<file path="src/rtl/pipe_hazard_ctrl.sv">
`default_nettype none
// ============================================================================
// Module      : pipe_hazard_ctrl
// Description : Pipeline control unit for an NSTAGE-deep in-order pipeline
//               (stage 0 = IF, 1 = ID, 2 = EX, NSTAGE-1 = WB). It tracks
//               destination metadata from EX onward and produces per-stage
//               hold/bubble controls, operand-forwarding selects, multi-cycle
//               EX sequencing, branch flushes and halt/drain status.
// Ports       : clk, rst (async, active high)
//               hlt                 - stop fetch and drain the pipeline
//               id_*                - decoded ID-stage instruction fields
//               br_taken            - taken branch resolved at BR_STAGE
//               stall_vec/flush_vec - per-stage hold / load-bubble controls
//               fwd_a/fwd_b         - forward source stage (0 = register file)
//               mc_busy             - multi-cycle op occupying EX
//               halted              - hlt asserted and stages 1.. are empty
// Revision    : 1.0 - initial release
// ============================================================================
module pipe_hazard_ctrl #(
  parameter int NSTAGE   = 5,
  parameter int RA_W     = 4,
  parameter int BR_STAGE = 3,
  parameter int LD_STAGE = 2,
  parameter int MC_W     = 4,
  parameter int SEL_W    = 3
) (
  input  logic              clk,
  input  logic              rst,
  input  logic              hlt,
  input  logic              id_valid,
  input  logic [RA_W-1:0]   id_rs,
  input  logic [RA_W-1:0]   id_rt,
  input  logic              id_rs_used,
  input  logic              id_rt_used,
  input  logic              id_wen,
  input  logic [RA_W-1:0]   id_rd,
  input  logic              id_load,
  input  logic              id_mc,
  input  logic [MC_W-1:0]   id_mc_cycles,
  input  logic              br_taken,
  output logic [NSTAGE-1:0] stall_vec,
  output logic [NSTAGE-1:0] flush_vec,
  output logic [SEL_W-1:0]  fwd_a,
  output logic [SEL_W-1:0]  fwd_b,
  output logic              mc_busy,
  output logic              halted
);

  // Tracked entries for stages 2..NSTAGE-1
  logic [NSTAGE-1:2]           r_v;
  logic [NSTAGE-1:2]           r_wen;
  logic [NSTAGE-1:2]           r_load;
  logic [NSTAGE-1:2][RA_W-1:0] r_rd;
  logic [MC_W-1:0]             r_mc_cnt;

  // View of entry s-1 as seen by stage s (stage 1 comes straight from ID)
  logic [NSTAGE-1:2]           w_pv;
  logic [NSTAGE-1:2]           w_pwen;
  logic [NSTAGE-1:2]           w_pload;
  logic [NSTAGE-1:2][RA_W-1:0] w_prd;

  logic            w_load_use;
  logic            w_mc_adv;
  logic [MC_W-1:0] w_mc_init;

  function automatic logic f_match(input logic v, input logic wen,
                                   input logic [RA_W-1:0] rd,
                                   input logic [RA_W-1:0] r);
    return v & wen & (rd == r) & (r != '0);
  endfunction

  always_comb begin
    w_pv    = '0;
    w_pwen  = '0;
    w_pload = '0;
    w_prd   = '0;
    w_pv[2]    = id_valid;
    w_pwen[2]  = id_wen;
    w_pload[2] = id_load;
    w_prd[2]   = id_rd;
    for (int s = 3; s < NSTAGE; s++) begin
      w_pv[s]    = r_v[s-1];
      w_pwen[s]  = r_wen[s-1];
      w_pload[s] = r_load[s-1];
      w_prd[s]   = r_rd[s-1];
    end
  end

  // Forwarding: scan oldest to youngest so the youngest producer wins.
  // A load still sitting in LD_STAGE has no data yet, so it cannot forward.
  always_comb begin
    fwd_a = '0;
    fwd_b = '0;
    for (int s = NSTAGE - 1; s >= 2; s--) begin
      if (!((s == LD_STAGE) && r_load[s])) begin
        if (id_rs_used && f_match(r_v[s], r_wen[s], r_rd[s], id_rs))
          fwd_a = SEL_W'(s);
        if (id_rt_used && f_match(r_v[s], r_wen[s], r_rd[s], id_rt))
          fwd_b = SEL_W'(s);
      end
    end
  end

  assign w_load_use = id_valid & r_load[LD_STAGE] &
      ((id_rs_used & f_match(r_v[LD_STAGE], r_wen[LD_STAGE], r_rd[LD_STAGE], id_rs)) |
       (id_rt_used & f_match(r_v[LD_STAGE], r_wen[LD_STAGE], r_rd[LD_STAGE], id_rt)));

  assign mc_busy = (r_mc_cnt != '0);

  // Priority: branch > multi-cycle > load-use > halt. Controls are forced
  // idle while reset is held so the stage slices see no spurious enables.
  always_comb begin
    stall_vec = '0;
    flush_vec = '0;
    if (!rst) begin
      if (br_taken) begin
        for (int i = 0; i < BR_STAGE; i++) flush_vec[i] = 1'b1;
      end else if (mc_busy) begin
        stall_vec[2:0] = '1;
        flush_vec[3]   = 1'b1;
      end else if (w_load_use) begin
        stall_vec[1:0] = '1;
        flush_vec[2]   = 1'b1;
      end else if (hlt) begin
        stall_vec[0] = 1'b1;
        flush_vec[1] = 1'b1;
      end
    end
  end

  assign halted = hlt & (rst | (~id_valid & ~(|r_v)));

  // A multi-cycle op starts counting only when it actually enters EX
  assign w_mc_adv  = id_valid & id_mc & ~stall_vec[2] & ~flush_vec[2];
  assign w_mc_init = (id_mc_cycles == '0) ? '0 : (id_mc_cycles - MC_W'(1));

  always_ff @(posedge clk or posedge rst) begin
    if (rst) begin
      r_mc_cnt <= '0;
    end else if (br_taken && (BR_STAGE > 2)) begin
      r_mc_cnt <= '0;
    end else if (w_mc_adv) begin
      r_mc_cnt <= w_mc_init;
    end else if (r_mc_cnt != '0) begin
      r_mc_cnt <= r_mc_cnt - MC_W'(1);
    end
  end

  always_ff @(posedge clk or posedge rst) begin
    if (rst) begin
      r_v    <= '0;
      r_wen  <= '0;
      r_load <= '0;
      r_rd   <= '0;
    end else begin
      for (int s = 2; s < NSTAGE; s++) begin
        if (flush_vec[s]) begin
          r_v[s] <= 1'b0;
        end else if (!stall_vec[s]) begin
          r_v[s]    <= w_pv[s];
          r_wen[s]  <= w_pwen[s];
          r_load[s] <= w_pload[s];
          r_rd[s]   <= w_prd[s];
        end
      end
    end
  end

endmodule
`default_nettype wire

</file>
<file path="config.mk">
export PLATFORM = sky130hd
export DESIGN_NAME = pipe_hazard_ctrl
export DESIGN_NICKNAME = d
export VERILOG_FILES = /design/src/rtl/pipe_hazard_ctrl.sv
export SDC_FILE = /design/constraint.sdc
export NUM_CORES = 1
export LEC_CHECK = 0
export ABC_AREA = 1
export BUFFER_PORTS_ARGS = -buffer_cell sky130_fd_sc_hd__buf_2
export CAP_MARGIN = 20
export CORE_ASPECT_RATIO = 1.4
export CORE_MARGIN = 10
export CORE_UTILIZATION = 40
export CTS_BUF_LIST = sky130_fd_sc_hd__clkbuf_4 sky130_fd_sc_hd__clkbuf_8 sky130_fd_sc_hd__clkbuf_16
export DETAILED_ROUTE_END_ITERATION = 7
export GPL_TIMING_DRIVEN = 0
export PLACE_DENSITY = 0.72
export SYNTH_ARGS = -nofsm -noshare
export SYNTH_HDL_FRONTEND = slang
export SYNTH_SLANG_ARGS = --single-unit
</file>
<file path="constraint.sdc">
create_clock -name clk -period 1.5 [get_ports clk]
set_clock_uncertainty 0.05 [all_clocks]
set_input_delay 0.3 -clock clk [delete_from_list [all_inputs] [get_ports clk]]
set_output_delay 0.3 -clock clk [all_outputs]
set_load 0.05 [all_outputs]
</file>
# Yosys cells after proc, flatten, opt, wreduce, memory -nomap -nowiden
# Index checks and enable logic that the tools add are counted.
# W data, S select, Z words.
classes:
  n_addsub: 2
  eq_ne: 7
  muxes: 28
  bitwise: 30
  n_reduce_logical: 13
ops:
  columns: ["operator", "count"]
  rows:
  - ["$mux W3", 10]
  - ["$and A1 B1 Y1", 24]
  - ["$eq A4 B4 Y1", 6]
  - ["$mux W4", 5]
  - ["$reduce_bool A4 Y1", 3]
  - ["$mux W1", 10]
  - ["$sub A4 B1 Y4 const B", 2]
  - ["$logic_and A1 B1 Y1", 6]
  - ["$mux W2", 3]
  - ["$logic_not A4 Y1", 1]
  - ["$not A1 Y1", 4]
  - ["$reduce_bool A3 Y1", 1]
  - ["$reduce_or A3 Y1", 1]
  - ["$ne A2 B1 Y1 const B", 1]
  - ["$or A1 B1 Y1", 2]
  - ["$reduce_and A2 Y1", 1]
word_totals:
  ff_bits: 23
  inputBits: 26
  wordCells: 90

# Depth between registers and ports, before layout
logic_depth:
  ltp_word: 15
  depth_mapped: 14

# Worst setup path after synthesis
# No wires, ideal clock.
synth_timing:
  path_type: "register to output"
  startpoint: "reg r_rd[5] in the netlist's numbering"
  endpoint: "out fwd_b[2]"
  arrival_ps: 2303
  t_required_ps: 1150
  setup_slack_ps: -1153
  stages_incl_launch_ff: 7
  n_path_buf: 0
  path_cell_list: "dfrtp_1 > or2_2 > nand2_1 > a21oi_1 > nand2_1 > nand2_1 > nor3_1"
synth_between:
  elab_chain_len: 7
synth_lines:
  columns: ["item", "line_no", "text"]
  rows:
  - ["from (decl)", "53", "logic [NSTAGE-1:2][RA_W-1:0] r_rd;"]
  - ["from (signal, indexed assignment)", "163", "r_rd[s] <= w_prd[s];"]
  - ["$eq A4 B4 Y1 (*)", "69", "return v & wen & (rd == r) & (r != '0);"]
  - ["$and A1 B1 Y1 (*) (2 in series)", "69", null]
  - ["$logic_and A1 B1 Y1 (*)", "98", "if (id_rt_used && f_match(r_v[s], r_wen[s], r_rd[s], id_rt))"]
  - ["$mux W3 (*)", "98", null]
  - ["$mux W3", "98", null]
  - ["$mux W3 (*)", "95", "if (!((s == LD_STAGE) && r_load[s])) begin"]
  - ["to (decl)", "44", "output logic [SEL_W-1:0] fwd_b,"]
# Every way passes the cells marked *; elsewhere a longest branch is shown, timed or not.

# Worst setup path in the final report
layout_timing:
  startpoint: "reg r_rd[1] in the netlist's numbering"
  endpoint: "out stall_vec[0]"
layout_between:
  elab_chain_len: 10
  word_cells_on_any_way: 14
  classes_between: "2 x eq/ne; 4 x mux; 8 x bitwise"
layout_lines:
  columns: ["item", "line_no", "text"]
  rows:
  - ["$eq A4 B4 Y1", "69", null]
  - ["$and A1 B1 Y1 (2 in series)", "69", null]
  - ["$and A1 B1 Y1, on equally long branches", "105, 106", null]
  - ["$or A1 B1 Y1 (*)", "105", "((id_rs_used & f_match(r_v[LD_STAGE], r_wen[LD_STAGE], r_rd[LD_STAGE], id_rs)) |"]
  - ["$and A1 B1 Y1 (*)", "104", "assign w_load_use = id_valid & r_load[LD_STAGE] &"]
  - ["$mux W1 (*)", "121", "end else if (w_load_use) begin"]
  - ["$mux W2 (*)", "118", "end else if (mc_busy) begin"]
  - ["$mux W3 (*)", "116", "if (br_taken) begin"]
  - ["$mux W3 (*)", "115", "if (!rst) begin"]
  - ["to (decl)", "41", "output logic [NSTAGE-1:0] stall_vec,"]
# Marked as above.

==> impl.org <==
** Die
- 44 I/O pins were placed.
- The initial utilization of the core area, before any placement, comes to 0.409.
- In this run the core area contains 28 standard-cell rows.
- The total area inside the core boundary comes to 4170 um2.
- Width of the chip :: 75.2 um
- From bottom edge to top edge, the die measures 97.3 um.
- The floorplan step defined a die boundary enclosing 7310 um2.

** Finish
- Utilization of the core after routing :: 0.663
- Design area :: 2760 um2
- NumNets Final :: 343
- The number of antenna diodes in the final layout is 0.
- Most used cells in the layout excluding fill and tap cells :: 47 x nand2_1, 27 x buf_2, 24 x inv_1
- The filler cells instantiated in the layout total 335.
- Proportion of layout cells with a drive suffix above 1 :: 0.519
- Leaving out fill and tap cells, the most frequent cell in the layout is nand2_1.
- Area growth from synthesis to layout :: 62.0%

** Placement
- HPWL reported at the end of detailed placement :: 3.69 mm
- Port buffering added 40 buffers.
- The congestion estimate from routability-driven global placement came to 0.890.
- Total placed instance area :: 2210 um2

** Worst setup path
- Cell with the largest stage delay on the worst path :: dfrtp_1
- Crit path required time :: 1150 ps
- The worst setup path is captured at an output port.
- In this run the worst path has a maximum fanout of 3.
- The worst setup path is of the register to output port kind.
- The worst register-to-register path has a setup slack of -280 ps.
- Critical path launch point type :: register
- For the worst setup path, the data arrival time is 1650 ps.
- Together, buffers and inverters on the worst path number 2.
- Worst path most repeated cell :: nand2_4
- Capturing point of the worst reg2reg path :: r_mc_cnt[1]
- Delay of the slowest cell on the worst path :: 420 ps
- Broken down by cell family, the worst path's largest delay share belongs to simple AND/OR/NAND/NOR gates.
- For the worst flop-to-flop path, the logic depth is 14.
- Reg2reg start :: r_rd[1]
- Cells along the critical path :: inv_2 -> nand2_1 -> nand2_2 -> nor2_4 -> nand3_2 -> nand2_4 -> nand2_4 -> a31oi_4 -> buf_6

** Synth
- In this run, synthesis inferred 0 flip-flops with an integrated enable.
- Number of instances in the synthesized netlist :: 240
- Syn Std Cell Area :: 1710 um2
- For this run, the number of Yosys warnings is 0.
- Averaged over all synthesized cells, the footprint is 7.11 um2.
- Share of flip-flops with an asynchronous set or reset :: 1.00
- In the synthesized netlist the dominant register cell turns out to be dfrtp_1.
- Synthesis-stage register bit count :: 23
- Post-synthesis sequential area ratio :: 0.337
- The number of different library cells used by synthesis comes to 36.

** Detailed routing
- Summing over every cut layer, the via total after detailed routing is 1,762.
- Number of design rule violations left after detail routing :: 0
- Count of TritonRoute iterations in the first routing pass :: 6
- Summed over all layers, the routed wires come to 5.17 mm.
- Detail-routed via count per cell :: 4.94
- The count of nets left with antenna violations once routing finished came out at 0.
- For this block, the initial DRC count from the detailed router was 60.
- DR WL/cell :: 14.5 um

** STA
- Final period utilization :: 1.34
- The final count of hold timing violations is 0.
- Final TNS setup :: -7710 ps
- Min Hold Slack :: 28.9 ps
- Maximum clock frequency :: 0.499 GHz
- Setup violations remaining at the end of the flow were counted as 25.
- Subtracting the final worst setup slack from the clock period gives 2000 ps.
- In the post-route analysis, the smallest setup slack over all paths is -504 ps.
- Max-slew violations :: 0
- Setup repair after global routing missed its margin :: true
- At the pin with the least slew margin, the transition time is 578 ps.
- Worst slew margin :: 0.613

** Power
- Combinational share of power :: 0.615
- For this design the static power due to leakage is 1.34 nW.
- Switching Fraction :: 0.439
- The analysis attributes to net switching a power of 1.61 mW.
- The share of total power dissipated in the clock network is 0.107.
- For this design the ratio of total power to cell area is 1330 nW/um2.
- VDD IR-drop max :: 0.00137 V
- Internal cell power :: 2.06 mW
- Fraction of power consumed by sequential logic :: 0.278

** GRT
- The number of global-route vias before repair came to 1,833.
- The first global-routing pass estimated 8.11 mm of wire.
- The initial antenna violation count was 0.
- Pin count of the biggest net entering global routing :: 15
- Total routing usage reported by global routing :: 0.138
- Summed over all layers, the global routing overflow is 0.

** Hold path
- The worst hold path belongs to the class input pin to async pin.

** Job
- Across the run, the number of max-cap violations was 0.

** CTS
- In this run, CTS created clock tree buffers numbering 3.
- CTS root buffer :: clkbuf_8
- The later pin in the worst-skew pair is clocked with a latency of 260 ps.
- Longest Clk Path Bufs :: 2
- In this run the number of H-tree levels came out at 1.
- Clock-pin slew was measured on the worst setup and hold paths at 80 ps.
- TritonCTS built the clock tree.
- Hold buffers post-CTS :: 0
- The clock net in this run drives a total of 23 sinks.

** Outcome
- Failing checks :: negative setup slack
- The flow ran to the end, but the final reports show violations.
==> repair_timing <==
item / in CTS / in global routing
gates cloned: 2 / 0
buffers inserted: 18 / 7
resized for setup: 55 / 30
pin swaps: 19 / 8
endpoints found under the setup margin: 25 / 29
==> sequential cells by signal, summed over array words and instances (netlist names) <==
| register | count |
|---|---|
| r_load | 1 |
| r_wen | 3 |
| r_rd | 12 |
| r_v | 3 |
| r_mc_cnt | 4 |
==> layer usage <==
metal	GRT usage	vias up	part of all wire
met3	0.0235	10	0.046
li1	-	895	-
met4	0.0416	0	0.020
met2	0.264	40	0.59
met5	0	-	0
met1	0.143	817	0.35
==> worst reg2reg max path, delay by kind of cell (launching register included) <==
| kind | cells | cell delay [ps] |
|---|---|---|
| buffers and inverters | 3 | 280 |
| DFF | 1 | 420 |
| and+or+nand+nor | 11 | 950 |
==> per-stage QoR <==
step | setup WS, ps | instances | power, mW
after floorplan | -290 | 242 | 2.26
after global placement | -385 | 327 | 2.55
after detailed placement | -396 | 327 | 2.57
after CTS | -494 | 351 | 3.43
after global routing | -585 | 357 | 3.90
final | -504 | 357 | 3.67
==> power groups by stage <==
stage | combinational (mW) | clock (mW) | sequential (mW)
after CTS | 2.03 | 0.394 | 1.01
final | 2.26 | 0.392 | 1.02
after global placement | 1.52 | 0 | 1.03
after global routing | 2.42 | 0.434 | 1.04
after floorplan | 1.27 | 0 | 0.983
after detailed placement | 1.54 | 0 | 1.03
==> cell families (layout without fill, tap and decap cells) <==
group                      count (synthesis)  in the layout  share of synthesized area
adders and majority gates                  4              4                     0.0293
other                                      1              3                    0.00220
xor gates and xnor gates                  10             10                     0.0514
DFF                                       23             23                      0.337
and+or+nand+nor                          124            124                      0.354
buffers and inverters                     48            118                      0.120
AOI/OAI and AO/OA                         30             30                      0.106
==> cells in the mapped netlist (5+ instances only) <==
master | count | area [um2]
nor2_1 | 24 | 90.1
xnor2_1 | 6 | 52.6
nand3_1 | 5 | 25.0
a21oi_1 | 11 | 55.1
nor2_2 | 6 | 37.5
o21ai_0 | 10 | 50.1
inv_1 | 35 | 131
nand2_1 | 64 | 240
inv_2 | 6 | 22.5
dfrtp_1 | 23 | 576
==> cell type report <==
type                    count  area (um2)  area share
plain buffers               6        77.6      0.0281
clock buffers               3        41.3      0.0149
clock inverters             1        7.51     0.00272
inverters                  42         176      0.0639
multi-input cells         171        1250       0.453
flip-flops and latches     23         576       0.208
well taps                  45        56.3      0.0204
repair buffers             65         572       0.207
repair inverters            1        5.00     0.00181
==> worst max-delay path by stage <==
stage / start / to / depth (start not counted)
final: r_rd[1] / stall_vec[0] / 9
after detailed placement: id_rs[3] / fwd_a[0] / 9
after global routing: r_rd[3] / stall_vec[0] / 9
after CTS: r_rd[2] / stall_vec[0] / 10
after floorplan: r_rd[5] / fwd_b[2] / 6
after global placement: id_rs[3] / fwd_a[0] / 9
(Power assumes the default switching activity.)
